### src/rtl/axil_write_master.sv
`default_nettype none
// ============================================================================
// axil_write_master: FIFO-buffers dealigner beats and issues one AXI4-Lite
// write per beat to consecutive word addresses. Option: AXIL_SKIP_ZERO_STRB_EN
// Revision: 1.0
// ============================================================================
module axil_write_master #(
    parameter int FIFO_DEPTH = 8
) (
    input  logic        clk,
    input  logic        rst,
    input  logic        start,
    input  logic [31:0] start_addr,
    input  logic        in_valid,
    input  logic [31:0] in_data,
    input  logic [3:0]  in_strb,
    input  logic        in_last,
    output logic        busy,
    output logic        done,
    output logic        resp_err,
    output logic        overflow,
    output logic [31:0] m_awaddr,
    output logic [2:0]  m_awprot,
    output logic        m_awvalid,
    input  logic        m_awready,
    output logic [31:0] m_wdata,
    output logic [3:0]  m_wstrb,
    output logic        m_wvalid,
    input  logic        m_wready,
    input  logic [1:0]  m_bresp,
    input  logic        m_bvalid,
    output logic        m_bready
);
    localparam int AW = $clog2(FIFO_DEPTH);

    typedef enum logic [1:0] {
        IDLE      = 2'd0,
        WAIT      = 2'd1,
        ADDR_DATA = 2'd2,
        RESP      = 2'd3
    } state_t;

    state_t      state;
    logic [36:0] fifo_mem [FIFO_DEPTH];
    logic [AW:0] wr_ptr;
    logic [AW:0] rd_ptr;
    logic [31:0] addr;
    logic        last_seen;
    logic        beat_last;

    logic        empty;
    logic        full;
    logic        start_ok;
    logic        pop;
    logic        push;
    logic        drop;
    logic [36:0] head;
    logic        skip_beat;
    logic        aw_fire;
    logic        w_fire;
    logic        aw_ok;
    logic        w_ok;

    assign empty    = (wr_ptr == rd_ptr);
    assign full     = (wr_ptr[AW] != rd_ptr[AW]) && (wr_ptr[AW-1:0] == rd_ptr[AW-1:0]);
    assign start_ok = start && (state != ADDR_DATA) && (state != RESP);
    assign pop      = (state == WAIT) && !empty && !start_ok;
    // A full FIFO still accepts a beat when the head leaves on the same edge.
    assign push     = in_valid && busy && (!full || pop) && !start_ok;
    assign drop     = in_valid && busy && full && !pop && !start_ok;
    assign head     = fifo_mem[rd_ptr[AW-1:0]];

`ifdef AXIL_SKIP_ZERO_STRB_EN
    assign skip_beat = (head[4:1] == 4'b0000);
`else
    assign skip_beat = 1'b0;
`endif

    assign aw_fire  = m_awvalid && m_awready;
    assign w_fire   = m_wvalid && m_wready;
    assign aw_ok    = !m_awvalid || m_awready;
    assign w_ok     = !m_wvalid || m_wready;

    assign m_awaddr = addr;
    assign m_awprot = 3'b000;

    always_ff @(posedge clk) begin
        if (push) begin
            fifo_mem[wr_ptr[AW-1:0]] <= {in_data, in_strb, in_last};
        end
    end

    always_ff @(posedge clk or posedge rst) begin
        if (rst) begin
            state     <= IDLE;
            wr_ptr    <= '0;
            rd_ptr    <= '0;
            addr      <= 32'd0;
            last_seen <= 1'b0;
            beat_last <= 1'b0;
            busy      <= 1'b0;
            done      <= 1'b0;
            resp_err  <= 1'b0;
            overflow  <= 1'b0;
            m_awvalid <= 1'b0;
            m_wvalid  <= 1'b0;
            m_wdata   <= 32'd0;
            m_wstrb   <= 4'd0;
            m_bready  <= 1'b0;
        end else begin
            done <= 1'b0;
            if (push) wr_ptr <= wr_ptr + {{AW{1'b0}}, 1'b1};
            if (pop)  rd_ptr <= rd_ptr + {{AW{1'b0}}, 1'b1};
            if (drop) begin
                overflow <= 1'b1;
                // A dropped final beat must still let the transfer terminate.
                if (in_last) last_seen <= 1'b1;
            end

            if (start_ok) begin
                addr      <= start_addr & 32'hFFFF_FFFC;
                rd_ptr    <= wr_ptr;
                resp_err  <= 1'b0;
                overflow  <= 1'b0;
                last_seen <= 1'b0;
                busy      <= 1'b1;
                state     <= WAIT;
            end else begin
                case (state)
                    IDLE: ;
                    WAIT: begin
                        if (!empty) begin
                            m_wdata   <= head[36:5];
                            m_wstrb   <= head[4:1];
                            beat_last <= head[0];
                            if (skip_beat) begin
                                if (head[0]) begin
                                    done  <= 1'b1;
                                    busy  <= 1'b0;
                                    state <= IDLE;
                                end else begin
                                    addr <= addr + 32'd4;
                                end
                            end else begin
                                m_awvalid <= 1'b1;
                                m_wvalid  <= 1'b1;
                                state     <= ADDR_DATA;
                            end
                        end else if (last_seen) begin
                            done  <= 1'b1;
                            busy  <= 1'b0;
                            state <= IDLE;
                        end
                    end
                    ADDR_DATA: begin
                        if (aw_fire) m_awvalid <= 1'b0;
                        if (w_fire)  m_wvalid  <= 1'b0;
                        if (aw_ok && w_ok) begin
                            m_bready <= 1'b1;
                            state    <= RESP;
                        end
                    end
                    RESP: begin
                        if (m_bvalid && m_bready) begin
                            m_bready <= 1'b0;
                            if (m_bresp != 2'b00) resp_err <= 1'b1;
                            if (beat_last) begin
                                done  <= 1'b1;
                                busy  <= 1'b0;
                                state <= IDLE;
                            end else begin
                                addr  <= addr + 32'd4;
                                state <= WAIT;
                            end
                        end
                    end
                    default: state <= IDLE;
                endcase
            end
        end
    end
endmodule
`default_nettype wire

### config.mk
export PLATFORM = sky130hd
export DESIGN_NAME = axil_write_master
export DESIGN_NICKNAME = d
export VERILOG_FILES = /design/src/rtl/axil_write_master.sv
export SDC_FILE = /design/constraint.sdc
export NUM_CORES = 1
export LEC_CHECK = 0
export CAP_MARGIN = 10
export CORE_MARGIN = 2
export CORE_UTILIZATION = 55
export CTS_BUF_LIST = sky130_fd_sc_hd__clkbuf_4 sky130_fd_sc_hd__clkbuf_8 sky130_fd_sc_hd__clkbuf_16
export DETAILED_ROUTE_END_ITERATION = 16
export PLACE_DENSITY_LB_ADDON = 0.05
export SYNTH_ARGS = -nofsm -noshare
export SYNTH_HDL_FRONTEND = slang
export SYNTH_SLANG_ARGS = --single-unit
### constraint.sdc
create_clock -name clk -period 7.4 [get_ports clk]
set_input_delay 1.85 -clock clk [delete_from_list [all_inputs] [get_ports clk]]
set_output_delay 1.85 -clock clk [all_outputs]
set_load 0.01 [all_outputs]
## Word-level counts from Yosys, hierarchy flattened

Memory sizes are Yosys's and may differ from the RTL's. A register that Yosys moved wholly into a read port is not among the register bits.
Cells that the tools add are included.

- $add $sub $neg: 3
- $mul: 0
- Div/mod/pow operators: 0
- $lt $le $gt $ge: 0
- Eq/ne operators: 20
- Shift-type cells: 0
- Multiplexer cells: 44
- Bitwise gates (word level): 2
- Reductions and logical operators: 44

Operators by type and width:

| operator | number |
|---|---|
| two-way mux 32 bit | 4 |
| adder 32 x 3 -> 32 bit, second input constant | 1 |
| two-way mux 1 bit | 27 |
| nonzero test 2 bit | 9 |
| AND reduction 4 bit | 4 |
| logical AND 1 bit | 15 |
| inequality test 3 bit, second input constant | 5 |
| inequality test 2 bit, second input constant | 7 |
| two-way mux 2 bit | 5 |
| case mux 1 bit (2 select lines) | 5 |
| AND reduction 3 bit | 3 |
| adder 4 x 1 -> 4 bit, second input constant | 2 |
| two-way mux 4 bit | 2 |
| logical NOT 1 bit | 6 |
| case mux 2 bit (3 select lines) | 1 |
| AND reduction 5 bit | 1 |
| equality test 2 bit, second input constant | 2 |
| equality test 4 bit | 1 |
| inequality test 4 bit, second input constant | 1 |
| nonzero test 4 bit | 1 |
| equality test 3 bit | 1 |
| logical OR 1 bit | 3 |
| nonzero test 3 bit | 1 |
| equality test 2 x 1 -> 1 bit, second input constant | 1 |
| 4 further kinds | 5 |

- Register bits after elaboration: 50
- Latch bits: 0
- Bits in writable memories: 296
- ROM bits: 0
- Input bits: 78
- Output and inout bits: 78
- Logic and storage cells: 126
- Memories kept: 1

Memory list:

| name | depth | bits a word | rd ports | clocked after memory_dff | wr ports | line | text |
|---|---|---|---|---|---|---|---|
| fifo_mem | 8 | 37 | 1 | 1 | 1 | 44 | `logic [36:0] fifo_mem [FIFO_DEPTH];` |

## Depth between registers and ports, before layout

- Depth in word-level cells: 10
- Depth in mapped cells: 9

## Least setup slack after synthesis

Ideal clock, no wire load.

- Path kind: input to register
- Start: input port start
- End: memory fifo_mem[0][0] (enable)
- Library setup time: 0.524 ns
- Arrival: 5.992 ns
- Slack: 0.884 ns
- Stages on the path: 4
- Cell sequence: or3b_2 -> and3_1 -> o31ai_4 -> nor4_1

- Cells in the longest elaborated chain, start to end: 9

Ends and longest elaborated chain:

| element | line | text |
|---|---|---|
| start, declared | 12 | `input logic start,` |
| logical AND 1 bit * (2 in series) | 66 | `assign start_ok = start && (state != ADDR_DATA) && (state != RESP);` |
| logical NOT 1 bit * | 67, 69 |  |
| logical AND 1 bit | 67 | `assign pop = (state == WAIT) && !empty && !start_ok;` |
| logical OR 1 bit | 69 | `assign push = in_valid && busy && (!full \|\| pop) && !start_ok;` |
| logical AND 1 bit | 69 |  |
| logical AND 1 bit * | 69 |  |
| two-way mux 1 bit * | 88 | `if (push) begin` |
| two-way mux 1 bit (not written as such) * | 89 | `fifo_mem[wr_ptr[AW-1:0]] <= {in_data, in_strb, in_last};` |
| end, declared | 44 |  |

Every way passes the cells marked *; elsewhere a longest branch is shown, timed or not.

## Final worst setup path

- Start: input port start
- End: memory fifo_mem[1][13] (enable)

Same word-level chain as after synthesis.

==> results.cfg <==
[status]
status = completed

[clock_network]
cts_resized = 0
cts_root_buf = clkbuf_16
cts_hold_buf = 0
clk_path_buf_depth = 3
cts_setup_buffers = 0
htreeDepth = 2
cts.clk_slew.worst_paths_ps = 60
insertion_delay_ps = 530
cts_sinks = 381
cts_tree = done
cts_made_buffers = 40

[floorplan]
dieArea_um2 = 29300
placement_rows = 61
dieWidth_um = 171
initial_utilization_pct = 55.6
ios = 156
die_h_um = 171
coreArea_um2 = 27700

[layout]
area_delta_synth_final_pct = 20.5
fill_cells = 1921
final_common_cell = edfxtp_1
fin_util_pct = 66.9
final_nets = 1133
design_area_um2 = 18500
drive_above_1_share_pct = 17.4
multiInputGateArea_um2 = 4080
regArea_um2 = 11000
mostFrequentLayoutCells = 296 x edfxtp_1, 148 x clkdlybuf4s50_1, 82 x dfrtp_1

[timing]
setup_viol_count_final = 0
slew_headroom_pct = 38.3
rsz0062_at_grt = no
fin_tns_setup_ps = 0
slew_violations = 0
period_share_pct = 61.4
skew_ps = 18.3
tightest_slew_ps = 922
fmax_mhz = 220
hold_viol_final = 0
min_period_ps = 4540

[yosys]
syn_area_um2 = 15400
synthCells = 894
synth_edf_count = 296
yosysUniqueCellTypes = 62
yosysTopAreaCellShare_pct = 57.7
synth.avg_cell_area_um2 = 17.2
synth_seq_cells = 381
yosys_warnings = 0
synth_ff_type = edfxtp_1
synth-seq-area-share_pct = 71.6
synth_area_leaders = edfxtp_1 58%, dfrtp_1 14%, mux4_2 11%
synth_top_cell_by_area = edfxtp_1
synthArstFlopShare_pct = 22.3

[critical_path]
r2r_cells = 7
critical_path_required_ps = 7550
cp_max_fo = 30
cp-end-kind = flip-flop
crit_type = in2reg
start_kind = primary input
cp.arrival_ps = 4690

[detailed_routing]
avgRoutedWirePerCell_um = 21.1
routed_wl_mm = 30.8
drc = 0
vias = 8342
ant_nets = 0
viasPerCell = 5.72
drt_pass1_iterations = 5
drt_iter0_markers = 579

[place]
numPortBuffers = 148
gp_congestion = 0.792
hpwlAfterDp_mm = 17.5
post_dp_cell_area_um2 = 17300

[global_routing]
antenna_found_initial = 1
grt_use_total_pct = 21.5
grt_overflow = 0
grt_pass1_vias = 8376
grt_max_degree = 54
grt_pass1_wl_mm = 47.3

[min_path]
hold_path_depth = 2
worstHoldPathType = reg2reg

[power]
vdd_drop_max_mv = 0.261
p_leak_nw = 6.39
p_per_area_nw_per_um2 = 390

[job]
max_cap_viol_count = 0
report_power, final:
part | switching [mW] | total (mW) | internal (mW)
Sequential | 0.352 | 3.08 | 2.73
Clock | 0.777 | 1.92 | 1.14
Combinational | 1.12 | 2.24 | 1.12
cells by family after synthesis:
group	synth area share [%]
mux	13.5
other cells	0.0244
flops	71.6
simple gates	6.17
compound gates	5.07
xor+xnor	0.732
buf+inv	2.42
fa+ha+maj	0.488
worst max-delay path: stages:
cell,delay [ps]
clkdlybuf4s50_1,470
or3b_2,520
and3_1,370
o31ai_4,190
nor3_2,690
buf_4,570
final timing paths:
path	endpoint	slack, ps	start
max in group asynchronous	rd_ptr[2]	4510	rst
worst min-delay path	overflow	500	overflow
min in group asynchronous	m_wdata[4]	1740	rst
worst max-delay path	fifo_mem[1][13]	2860	start
worst max register to register	fifo_mem[1][13]	3790	state[0]
worst min register to register	overflow	500	overflow
cells in the mapped netlist, drive strengths merged (2+ instances only):
cell type / number
o21ai: 23
xor2: 7
nor3: 11
a221o: 4
nand2b: 2
o31a: 2
or4: 4
xnor2: 5
o22ai: 2
nand3: 21
mux4: 74
dfrtp: 85
mux2i: 40
a32oi: 3
nand3b: 3
nor4: 6
and4: 3
clkbuf: 18
buf: 40
edfxtp: 296
a211o: 3
and3: 8
nor3b: 2
inv: 14
or3: 3
o2bb2ai: 3
and2: 2
o311ai: 5
a21oi: 49
nor2b: 2
o211ai: 6
a22oi: 4
nand4: 13
nor2: 56
nand2: 49
a31oi: 5
ha: 6
sequential cells by signal, indices dropped and copies added (netlist names):
name / count
busy: 1
m_wstrb: 4
m_awvalid: 1
m_awaddr: 30
beat_last: 1
m_bready: 1
fifo_mem: 296
last_seen: 1
resp_err: 1
m_wdata: 32
done: 1
wr_ptr: 4
overflow: 1
state: 2
m_wvalid: 1
rd_ptr: 4
final cells by class:
| cell class | count | share of cell area [%] |
|---|---|---|
| inverters | 14 | 0.297 |
| clock buffers | 62 | 6.58 |
| clock inverters | 11 | 0.358 |
| flip-flops and latches | 381 | 59.4 |
| well taps | 378 | 2.55 |
| diodes | 1 | 0.0135 |
| multi-input cells | 445 | 22.0 |
| repair buffers | 167 | 8.76 |
per-stage QoR:
stage | power (mW) | instances | setup WS [ps] | hold slack [ps]
2_1_floorplan | 4.56 | 898 | 884 | 502
3_3_place_gp | 5.36 | 1385 | 2340 | 490
3_5_place_dp | 5.39 | 1385 | 2300 | 493
4_1_cts | 7.31 | 1458 | 2830 | 506
5_1_grt | 7.64 | 1458 | 2710 | 532
6_report | 7.24 | 1459 | 2860 | 500
per-layer routing:
layer	GRT usage [%]	share of wire (%)	vias to the layer above
met5	0	0	-
met4	5.12	1.7	0
met3	4.26	5.7	41
met2	35.9	49	213
met1	29.6	44	4252
li1	-	-	3836
(Power assumes the default switching activity.)
